File: src/rtl/button_event_ctrl.sv
// Turns debounced button levels into PRESS/RELEASE/LONG/REPEAT events,
// one pending slot per button, drained round-robin over a valid/ready port.
module button_event_ctrl #(
   parameter int WIDTH        = 4,
   parameter int TICK_DIV     = 50000,
   parameter int LONG_TICKS   = 1000,
   parameter int REPEAT_TICKS = 100,
   localparam int IDXW = (WIDTH > 1) ? $clog2(WIDTH) : 1
) (
   input  logic            clk,
   input  logic            anrst,
   input  logic            ena,
   input  logic [WIDTH-1:0] btn,
   output logic            ev_valid,
   input  logic            ev_ready,
   output logic [IDXW-1:0] ev_idx,
   output logic [1:0]      ev_type,
   output logic            ovf,
   input  logic            ovf_clr
);

   localparam int MAXT = (LONG_TICKS > REPEAT_TICKS) ?
                         LONG_TICKS : REPEAT_TICKS;
   localparam int CNTW = $clog2(MAXT + 1);
   localparam int TDW  = $clog2(TICK_DIV);
   localparam int REPM = (REPEAT_TICKS > 0) ? REPEAT_TICKS - 1 : 0;

   localparam logic [CNTW-1:0] LONG_LAST = CNTW'(LONG_TICKS - 1);
   localparam logic [CNTW-1:0] REP_LAST  = CNTW'(REPM);
   localparam logic [TDW-1:0]  TICK_LAST = TDW'(TICK_DIV - 1);
   localparam logic [IDXW-1:0] PTR_RST   = IDXW'(WIDTH - 1);

   localparam logic [1:0] EV_PRESS   = 2'd0;
   localparam logic [1:0] EV_RELEASE = 2'd1;
   localparam logic [1:0] EV_LONG    = 2'd2;
   localparam logic [1:0] EV_REPEAT  = 2'd3;

   typedef enum logic [1:0] {
      S_IDLE,
      S_PRESSED,
      S_HELD
   } state_t;

   logic [TDW-1:0]   r_tcnt;
   logic             w_tick;
   logic [WIDTH-1:0] r_btn_prev;
   logic [WIDTH-1:0] w_rise;
   logic [WIDTH-1:0] w_fall;
   state_t           r_st [WIDTH];
   logic [CNTW-1:0]  r_cnt [WIDTH];
   logic [WIDTH-1:0] w_ev;
   logic [1:0]       w_ev_type [WIDTH];
   logic [WIDTH-1:0] r_pend;
   logic [1:0]       r_ptype [WIDTH];
   logic [IDXW-1:0]  r_ptr;
   logic [IDXW-1:0]  w_gnt_idx;
   logic [1:0]       w_gnt_type;
   logic             w_gnt_any;
   logic             w_load;
   logic [WIDTH-1:0] w_gnt;
   logic             w_ovf_set;

   assign w_tick = ena && (r_tcnt == TICK_LAST);
   assign w_rise = btn & ~r_btn_prev;
   assign w_fall = ~btn & r_btn_prev;

   always_ff @(posedge clk or negedge anrst) begin
      if (!anrst) begin
         r_tcnt     <= '0;
         r_btn_prev <= '0;
      end else begin
         r_btn_prev <= btn;
         if (!ena || w_tick) r_tcnt <= '0;
         else                r_tcnt <= r_tcnt + 1'b1;
      end
   end

   // A fall always beats a coincident tick so RELEASE is never lost.
   always_comb begin
      for (int i = 0; i < WIDTH; i++) begin
         w_ev[i]      = 1'b0;
         w_ev_type[i] = EV_PRESS;
         if (ena) begin
            case (r_st[i])
               S_IDLE: begin
                  if (w_rise[i]) w_ev[i] = 1'b1;
               end
               S_PRESSED: begin
                  if (w_fall[i]) begin
                     w_ev[i]      = 1'b1;
                     w_ev_type[i] = EV_RELEASE;
                  end else if (w_tick && r_cnt[i] == LONG_LAST) begin
                     w_ev[i]      = 1'b1;
                     w_ev_type[i] = EV_LONG;
                  end
               end
               S_HELD: begin
                  if (w_fall[i]) begin
                     w_ev[i]      = 1'b1;
                     w_ev_type[i] = EV_RELEASE;
                  end else if (REPEAT_TICKS > 0 && w_tick &&
                               r_cnt[i] == REP_LAST) begin
                     w_ev[i]      = 1'b1;
                     w_ev_type[i] = EV_REPEAT;
                  end
               end
               default: ;
            endcase
         end
      end
   end

   always_ff @(posedge clk or negedge anrst) begin
      if (!anrst) begin
         for (int i = 0; i < WIDTH; i++) begin
            r_st[i]  <= S_IDLE;
            r_cnt[i] <= '0;
         end
      end else begin
         for (int i = 0; i < WIDTH; i++) begin
            if (!ena) begin
               r_st[i]  <= S_IDLE;
               r_cnt[i] <= '0;
            end else begin
               case (r_st[i])
                  S_IDLE: begin
                     if (w_rise[i]) begin
                        r_st[i]  <= S_PRESSED;
                        r_cnt[i] <= '0;
                     end
                  end
                  S_PRESSED: begin
                     if (w_fall[i]) begin
                        r_st[i] <= S_IDLE;
                     end else if (w_tick) begin
                        if (r_cnt[i] == LONG_LAST) begin
                           r_st[i]  <= S_HELD;
                           r_cnt[i] <= '0;
                        end else begin
                           r_cnt[i] <= r_cnt[i] + 1'b1;
                        end
                     end
                  end
                  S_HELD: begin
                     if (w_fall[i]) begin
                        r_st[i] <= S_IDLE;
                     end else if (REPEAT_TICKS > 0 && w_tick) begin
                        if (r_cnt[i] == REP_LAST) r_cnt[i] <= '0;
                        else r_cnt[i] <= r_cnt[i] + 1'b1;
                     end
                  end
                  default: r_st[i] <= S_IDLE;
               endcase
            end
         end
      end
   end

   // Search above the pointer first, then wrap to the low indices.
   always_comb begin
      w_gnt_any  = 1'b0;
      w_gnt_idx  = '0;
      w_gnt_type = EV_PRESS;
      for (int j = 0; j < WIDTH; j++) begin
         if (!w_gnt_any && r_pend[j] && j > int'(r_ptr)) begin
            w_gnt_any  = 1'b1;
            w_gnt_idx  = IDXW'(j);
            w_gnt_type = r_ptype[j];
         end
      end
      for (int j = 0; j < WIDTH; j++) begin
         if (!w_gnt_any && r_pend[j] && j <= int'(r_ptr)) begin
            w_gnt_any  = 1'b1;
            w_gnt_idx  = IDXW'(j);
            w_gnt_type = r_ptype[j];
         end
      end
   end

   assign w_load = (~ev_valid | ev_ready) & w_gnt_any;

   always_comb begin
      w_gnt = '0;
      for (int i = 0; i < WIDTH; i++) begin
         w_gnt[i] = w_load && (w_gnt_idx == IDXW'(i));
      end
   end

   assign w_ovf_set = |(w_ev & r_pend & ~w_gnt);

   always_ff @(posedge clk or negedge anrst) begin
      if (!anrst) begin
         r_pend <= '0;
         ovf    <= 1'b0;
         for (int i = 0; i < WIDTH; i++) r_ptype[i] <= EV_PRESS;
      end else begin
         for (int i = 0; i < WIDTH; i++) begin
            if (w_ev[i]) begin
               r_pend[i]  <= 1'b1;
               r_ptype[i] <= w_ev_type[i];
            end else if (w_gnt[i]) begin
               r_pend[i] <= 1'b0;
            end
         end
         if (w_ovf_set)    ovf <= 1'b1;
         else if (ovf_clr) ovf <= 1'b0;
      end
   end

   always_ff @(posedge clk or negedge anrst) begin
      if (!anrst) begin
         ev_valid <= 1'b0;
         ev_idx   <= '0;
         ev_type  <= EV_PRESS;
         r_ptr    <= PTR_RST;
      end else if (w_load) begin
         ev_valid <= 1'b1;
         ev_idx   <= w_gnt_idx;
         ev_type  <= w_gnt_type;
         r_ptr    <= w_gnt_idx;
      end else if (ev_ready) begin
         ev_valid <= 1'b0;
      end
   end

endmodule

File: config.mk
export PLATFORM = sky130hd
export DESIGN_NAME = button_event_ctrl
export DESIGN_NICKNAME = d
export VERILOG_FILES = /design/src/rtl/button_event_ctrl.sv
export SDC_FILE = /design/constraint.sdc
export NUM_CORES = 1
export LEC_CHECK = 0
export BUFFER_PORTS_ARGS = -buffer_cell sky130_fd_sc_hd__buf_2
export CAP_MARGIN = 20
export CORE_ASPECT_RATIO = 0.7
export CORE_MARGIN = 4
export CORE_UTILIZATION = 35
export CTS_BUF_LIST = sky130_fd_sc_hd__clkbuf_16
export DETAILED_ROUTE_END_ITERATION = 12
export PLACE_DENSITY = 0.5
export SYNTH_ARGS = -nofsm -noshare
export SYNTH_HDL_FRONTEND = slang
export SYNTH_SLANG_ARGS = --single-unit
export TNS_END_PERCENT = 100
File: constraint.sdc
create_clock -name clk -period 2.73 [get_ports clk]
set_input_delay 0.1365 -clock clk [delete_from_list [all_inputs] [get_ports clk]]
set_output_delay 0.1365 -clock clk [all_outputs]
set_load 0.05 [all_outputs]
Word-level counts from Yosys, hierarchy flattened
Cells that the tools add are included.

Register bits: 88. Input bits: 9. Output and inout bits: 6.

Add/subtract/negate cells: 5. Order comparisons: 6. Eq/ne operators: 56. Mux-type cells: 150. Bitwise operators: 10. Reduce and logical (&&, ||, !) cells: 53.

Operators by type and width (count): 10-bit 2-to-1 mux (32); 10-bit one-hot mux with 3 select lines (4); 2-bit 2-to-1 mux (57); 3-bit inequality test (second input constant) (24); 1-bit 2-to-1 mux (44); 10-bit by 1-bit adder with 10-bit output (second input constant) (4); 10-bit == test (second input constant) (4); 10-bit by 7-bit == test with 1-bit output (second input constant) (4); 4-bit inequality test (second input constant) (8); 1-bit logical AND (25); 2-bit one-hot mux with 3 select lines (4); 6-bit AND reduction (4); 16-bit by 1-bit adder with 16-bit output (second input constant) (1); 4-bit AND (4); 16-bit == test (second input constant) (1); 16-bit 2-to-1 mux (1); 4-bit by 1-bit inequality test with 1-bit output (second input constant) (4); 2-bit one-hot mux with 2 select lines (4); 4-bit AND reduction (4); 2-bit == test (second input constant) (6); 4-bit NOT (3); 1-bit one-hot mux with 3 select lines (4); 2-bit nonzero test (6); 2-bit by 1-bit == test with 1-bit output (second input constant) (5); 11 further kinds (23).

Depth between registers and ports, before layout
Depth after elaboration: 32. Gate-level depth with buffers: 9. Depth with buffers taken out: 8.

Worst setup path after synthesis
No wires, ideal clock.

Path kind: register to register. Start point: register r_st[0] in the netlist's numbering. End point: register r_cnt[8] in the netlist's numbering. Data arrival time: 2.201 ns. Path slack: 0.463 ns. Cell stages (with the launch flop): 9. Path buffers: 1. Period minus slack after synthesis: 2.267 ns. Cells stage by stage: dfrtp_1 > inv_1 > ha_1 > maj3_1 > o311a_1 > or2_1 > buf_6 > or4_1 > nand2_1.

Word-level cells in the longest chain between the ends: 3. Elaborated cells between the ends (all ways): 12. Classes of those cells: 8 x eq/ne; 2 x mux; 2 x reduce/logical.

Ends and longest elaborated chain: start: declaration (RTL line 49) `state_t r_st [WIDTH];`; start signal: indexed assignment (RTL line 116) `r_st[i] <= S_IDLE;`; start signal: indexed assignment (RTL line 122) `r_st[i] <= S_IDLE;`; start signal: indexed assignment (RTL line 128) `r_st[i] <= S_PRESSED;`; 2-bit == test (tied with other cells) (RTL line 125) `case (r_st[i])`; 4-bit by 1-bit inequality test with 1-bit output (no line) (tied with other cells); 6-bit AND reduction (no line) or 10-bit 2-to-1 mux (tied branches); end signal: indexed assignment (RTL line 140) `r_cnt[i] <= r_cnt[i] + 1'b1;`; end signal: indexed assignment (RTL line 149) `else r_cnt[i] <= r_cnt[i] + 1'b1;`; end: declaration (RTL line 50) `logic [CNTW-1:0] r_cnt [WIDTH];`.

Several ways; a longest one is shown, not always the timed one. A chain may end at the register's enable or synchronous reset.

Final worst setup path
Start point: register r_tcnt[0]. End point: register r_cnt[39] in the netlist's numbering.

Word-level cells in the longest chain between the ends: 4. Elaborated cells between the ends (all ways): 5. Classes of those cells: 3 x eq/ne; 2 x reduce/logical.

Ends and longest elaborated chain: start: declaration (RTL line 44) `logic [TDW-1:0] r_tcnt;`; start signal: assignment (RTL line 74) `else r_tcnt <= r_tcnt + 1'b1;`; 16-bit == test (*) (RTL line 63) `assign w_tick = ena && (r_tcnt == TICK_LAST);`; 1-bit logical AND (*) (RTL line 63); 3-bit inequality test (no line); 6-bit AND reduction (no line) (*).

Mark *: on every way between the ends. The rest lies on a longest branch, timed or not.

==> flow_summary.html <==
<table>
<tr><th>Metric</th><th>Value</th></tr>
<tr><th colspan="2">Synth</th></tr>
<tr><td>Async set-or-reset flop fraction in the synthesized netlist</td><td>100%</td></tr>
<tr><td>Number of standard cells after synthesis</td><td>~630</td></tr>
<tr><td>Cell type with the highest aggregate area in the netlist</td><td>sky130_fd_sc_hd__dfrtp_1</td></tr>
<tr><td>Distinct cells, synth</td><td>62</td></tr>
<tr><td>Most area-consuming cells after synthesis</td><td>sky130_fd_sc_hd__dfrtp_1 40%, sky130_fd_sc_hd__o21ai_0 7.8%, sky130_fd_sc_hd__ha_1 5.5%</td></tr>
<tr><td>Most used flip-flop cell after synthesis</td><td>sky130_fd_sc_hd__dfrtp_1</td></tr>
<tr><td>Number of nets produced by synthesis</td><td>approximately 660</td></tr>
<tr><td>Syn avg cell area</td><td>slightly below 9 um^2</td></tr>
<tr><td>Warning count from the yosys run</td><td>0</td></tr>
<tr><td>Synthesized area</td><td>roughly 5400 um^2</td></tr>
<tr><td>Register bit total from synthesis</td><td>88</td></tr>
<tr><td>Sequential area share after synthesis</td><td>between 40% and 50%</td></tr>
<tr><td>Share of the synthesized area in the top cell type</td><td>approximately two fifths</td></tr>
<tr><td>EDFF count, synth</td><td>0</td></tr>
<tr><th colspan="2">Final layout</th></tr>
<tr><td>Relative area change from synthesis to final layout</td><td>12.9%</td></tr>
<tr><td>Most used cells in the layout excluding fill and tap cells</td><td>86 x sky130_fd_sc_hd__dfrtp_1, 85 x sky130_fd_sc_hd__o21ai_0, 56 x sky130_fd_sc_hd__nand2_1, 56 x sky130_fd_sc_hd__nor2_1, 29 x sky130_fd_sc_hd__nand2b_1</td></tr>
<tr><td>Fraction of the core area covered by cells at the end of the flow</td><td>between 40 and 50%</td></tr>
<tr><td>Final cell area excluding filler cells</td><td>between 6000 and 7000 um^2</td></tr>
<tr><td>Most common library cell in the layout ignoring fill and taps</td><td>sky130_fd_sc_hd__dfrtp_1</td></tr>
<tr><td>Fraction of final layout cells with drive strength greater than 1</td><td>between 10% and 20%</td></tr>
<tr><td>Antenna fix cells</td><td>0</td></tr>
<tr><td>Final nets</td><td>~690</td></tr>
<tr><th colspan="2">Drt</th></tr>
<tr><td>Drt first pass iters</td><td>4</td></tr>
<tr><td>Routed WL</td><td>13.1 mm</td></tr>
<tr><td># DRC</td><td>0</td></tr>
<tr><td>DR vias/cell</td><td>5.46</td></tr>
<tr><td>Routed wire length per instance</td><td>between 15 and 20 um</td></tr>
<tr><td>Violation count after the first detailed-route iteration</td><td>230</td></tr>
<tr><td>Vias post-DR</td><td>4661</td></tr>
<tr><td>Post-route antenna net violation count</td><td>0</td></tr>
<tr><th colspan="2">Power and ir drop</th></tr>
<tr><td>Int Power</td><td>approximately 2.7 mW</td></tr>
<tr><td>Sw Pwr</td><td>~1.6 mW</td></tr>
<tr><td>Share of power burned in the clock network</td><td>between 20% and 30%</td></tr>
<tr><td>Combinational group share of total power</td><td>between 30% and 40%</td></tr>
<tr><td>Worst vdd rail ir drop</td><td>0.000297 V</td></tr>
<tr><td>Reported leakage power</td><td>approximately 2.6 nW</td></tr>
<tr><td>Relative contribution of sequential cells to total power</td><td>38.0%</td></tr>
<tr><td>Sw Ratio</td><td>37.2%</td></tr>
<tr><td>Power density of the placed cells</td><td>between 700 and 800 nW/um^2</td></tr>
<tr><td>Total power after layout</td><td>approximately 4.3 mW</td></tr>
<tr><th colspan="2">Outcome</th></tr>
<tr><td>Run status</td><td>completed</td></tr>
<tr><th colspan="2">Clock network</th></tr>
<tr><td>Clock sink total</td><td>88</td></tr>
<tr><td>Root buffer selected by CTS</td><td>sky130_fd_sc_hd__clkbuf_16</td></tr>
<tr><td>CTS tree</td><td>done</td></tr>
<tr><td>Clock buffer depth</td><td>2</td></tr>
<tr><td>Worst-Skew Late Latency</td><td>0.35 ns</td></tr>
<tr><td>Number of H-tree levels</td><td>3</td></tr>
<tr><td>Number of buffers added by the clock tree synthesis step</td><td>9</td></tr>
<tr><td>Clock Pin Slew Worst Setup and Hold Paths</td><td>roughly 0.070 ns</td></tr>
<tr><th colspan="2">Min path</th></tr>
<tr><td>Min-Delay Path Depth</td><td>3</td></tr>
<tr><td>HP Class</td><td>primary input to flop</td></tr>
<tr><th colspan="2">Setup path</th></tr>
<tr><td>Required time of the critical path</td><td>between 2 and 3 ns</td></tr>
<tr><td>Worst setup path category</td><td>flop to flop</td></tr>
<tr><td>Number of cells traversed by the worst register-to-register path</td><td>7</td></tr>
<tr><td>Max Fanout on Critical Path</td><td>9</td></tr>
<tr><td>Sort of element at the start of the critical path</td><td>flop</td></tr>
<tr><td>Worst setup slack for register-to-register paths</td><td>0.24 ns</td></tr>
<tr><td>Critical Path Sink Type</td><td>flop</td></tr>
<tr><td>Critical path data arrival time</td><td>between 2 and 3 ns</td></tr>
<tr><th colspan="2">Die</th></tr>
<tr><td>Number of placement rows</td><td>37</td></tr>
<tr><td>Die boundary width</td><td>between 150 and 200 um</td></tr>
<tr><td>Y dimension of the die</td><td>approximately 110 um</td></tr>
<tr><td>Placeable Area</td><td>roughly 15000 um^2</td></tr>
<tr><td>Initial core utilization</td><td>between 30% and 40%</td></tr>
<tr><td>Total I/O pin count</td><td>15</td></tr>
<tr><td>Die Area</td><td>17600 um^2</td></tr>
<tr><th colspan="2">Place</th></tr>
<tr><td>DPL Wire Length</td><td>roughly 9.5 mm</td></tr>
<tr><td>PortBufs</td><td>14</td></tr>
<tr><td>Global placement routability congestion</td><td>~0.84</td></tr>
<tr><td>Post-DP Area</td><td>5800 um^2</td></tr>
<tr><th colspan="2">STA</th></tr>
<tr><td>Max transition margin</td><td>a little over half</td></tr>
<tr><td>Min cycle time layout</td><td>between 2 and 2.5 ns</td></tr>
<tr><td>Final number of setup-violating endpoints</td><td>0</td></tr>
<tr><td>Period utilization</td><td>about 90%</td></tr>
<tr><td>Setup TNS</td><td>0 ns</td></tr>
<tr><td>Worst-case clock skew</td><td>0.00937 ns</td></tr>
<tr><td>Number of endpoints with negative hold slack in the final report</td><td>0</td></tr>
<tr><td>Number of slew-limit violations in the final report</td><td>0</td></tr>
<tr><td>Setup repair after global routing missed its margin</td><td>no</td></tr>
<tr><td>Maximum clock frequency</td><td>approximately 400 MHz</td></tr>
<tr><td>Worst-Margin Slew</td><td>slightly below 0.7 ns</td></tr>
<tr><th colspan="2">Global route</th></tr>
<tr><td>Maximum number of pins on one net before global-route repair</td><td>44</td></tr>
<tr><td>Total gr overflow</td><td>0</td></tr>
<tr><td>Via count of the first global-routing pass</td><td>between 4000 and 5000</td></tr>
<tr><td>Number of antenna violations at the first check in global routing</td><td>0</td></tr>
<tr><td>Aggregate global-route resource usage</td><td>15.4%</td></tr>
<tr><td>First-pass GRT wire length</td><td>22.2 mm</td></tr>
<tr><th colspan="2">Run</th></tr>
<tr><td>Count of maximum capacitance violations</td><td>0</td></tr>
</table>
==> Yosys cell counts (4+ instances only) <==
cell type and n:
sky130_fd_sc_hd__a211o_1 5, sky130_fd_sc_hd__a21o_1 4, sky130_fd_sc_hd__a21oi_1 27, sky130_fd_sc_hd__a31oi_1 12, sky130_fd_sc_hd__and3_1 19, sky130_fd_sc_hd__buf_2 4, sky130_fd_sc_hd__clkbuf_1 17, sky130_fd_sc_hd__dfrtp_1 86
sky130_fd_sc_hd__ha_1 24, sky130_fd_sc_hd__inv_1 25, sky130_fd_sc_hd__mux2i_1 7, sky130_fd_sc_hd__nand2_1 56, sky130_fd_sc_hd__nand2b_1 29, sky130_fd_sc_hd__nand3_1 28, sky130_fd_sc_hd__nand4_1 9, sky130_fd_sc_hd__nor2_1 56
sky130_fd_sc_hd__nor2b_1 11, sky130_fd_sc_hd__nor3_1 10, sky130_fd_sc_hd__o21a_1 4, sky130_fd_sc_hd__o21ai_0 85, sky130_fd_sc_hd__o31ai_1 16, sky130_fd_sc_hd__o41ai_1 8, sky130_fd_sc_hd__or3_1 8, sky130_fd_sc_hd__or3b_2 4
sky130_fd_sc_hd__or4_1 4, sky130_fd_sc_hd__xor2_1 7
==> power by group through the flow <==
stage	Sequential [mW]	Clock (mW)	Combinational (mW)
3_5_place_dp	1.67	0	1.42
2_1_floorplan	1.72	0	0.954
6_report	1.64	1.24	1.44
3_3_place_gp	1.66	0	1.41
4_1_cts	1.64	1.29	1.44
5_1_grt	1.66	1.34	1.61
==> through the flow <==
step | cells | hold WS, ns | setup slack, ns
5_1_grt | 854 | 0.163 | 0.0331
4_1_cts | 854 | 0.131 | 0.0908
6_report | 854 | 0.152 | 0.241
2_1_floorplan | 628 | -0.159 | 0.463
3_5_place_dp | 833 | 0.193 | 0.114
3_3_place_gp | 833 | 0.186 | 0.170
==> sequential cells by signal (all words and copies together), names as in the netlist <==
name and cells:
ev_idx 2, ev_type 2, ev_valid 1, ovf 1
r_btn_prev 4, r_cnt 40, r_pend 4, r_ptr 2
r_ptype 8, r_st 8, r_tcnt 16
==> metal layers <==
metal | GRT usage, % | vias to the layer above | wire length (um)
met4 | 4.64 | 0 | 150
li1 | - | 2333 | -
met3 | 3.74 | 11 | 509
met5 | 0 | - | 0
met1 | 23.6 | 2236 | 7020
met2 | 21.4 | 81 | 5440
==> logic make-up after synthesis <==
| kind of cell | synth area share, % |
|---|---|
| AND/OR/NAND/NOR | 26.5 |
| AO/OA/AOI/OAI | 20.3 |
| flip-flops | 40.5 |
| buffers and inverters | 3.68 |
| adder cells (fa/ha/maj) | 5.89 |
| XOR/XNOR | 1.61 |
| multiplexers | 1.49 |
==> cell type report <==
class | instances | area [um^2]
clock buffer | 9 | 225
clock inverter | 7 | 63.8
fill | 1487 | 8810
inverter | 25 | 93.8
multi-input combinational | 492 | 3050
sequential | 88 | 2200
tap | 195 | 244
timing repair buffer | 38 | 265
==> worst max-delay path: stages (launching register included) <==
cell                      delay (ns)
sky130_fd_sc_hd__dfrtp_1        0.38
sky130_fd_sc_hd__ha_1           0.21
sky130_fd_sc_hd__and3_1         0.29
sky130_fd_sc_hd__nand4_4        0.23
sky130_fd_sc_hd__or3b_1         0.42
sky130_fd_sc_hd__o311a_1        0.14
sky130_fd_sc_hd__or2_1          0.35
sky130_fd_sc_hd__o41ai_1        0.35
==> final timing paths <==
check                           from    endpoint
setup / recovery           r_tcnt[0]   r_cnt[39]
hold / removal               ovf_clr         ovf
setup reg to reg           r_tcnt[0]   r_cnt[39]
hold reg to reg            r_tcnt[0]   r_tcnt[0]
max in group asynchronous      anrst  r_ptype[4]
min in group asynchronous      anrst  r_tcnt[14]
==> timing repair <==
item	4_1_cts	5_1_grt
setup buffers	0	0
resized for setup	0	1
endpoints found under the setup margin	0	3
hold buffers	5	0
endpoints found under the hold margin	45	0
Power figures use the tool's default switching activity.
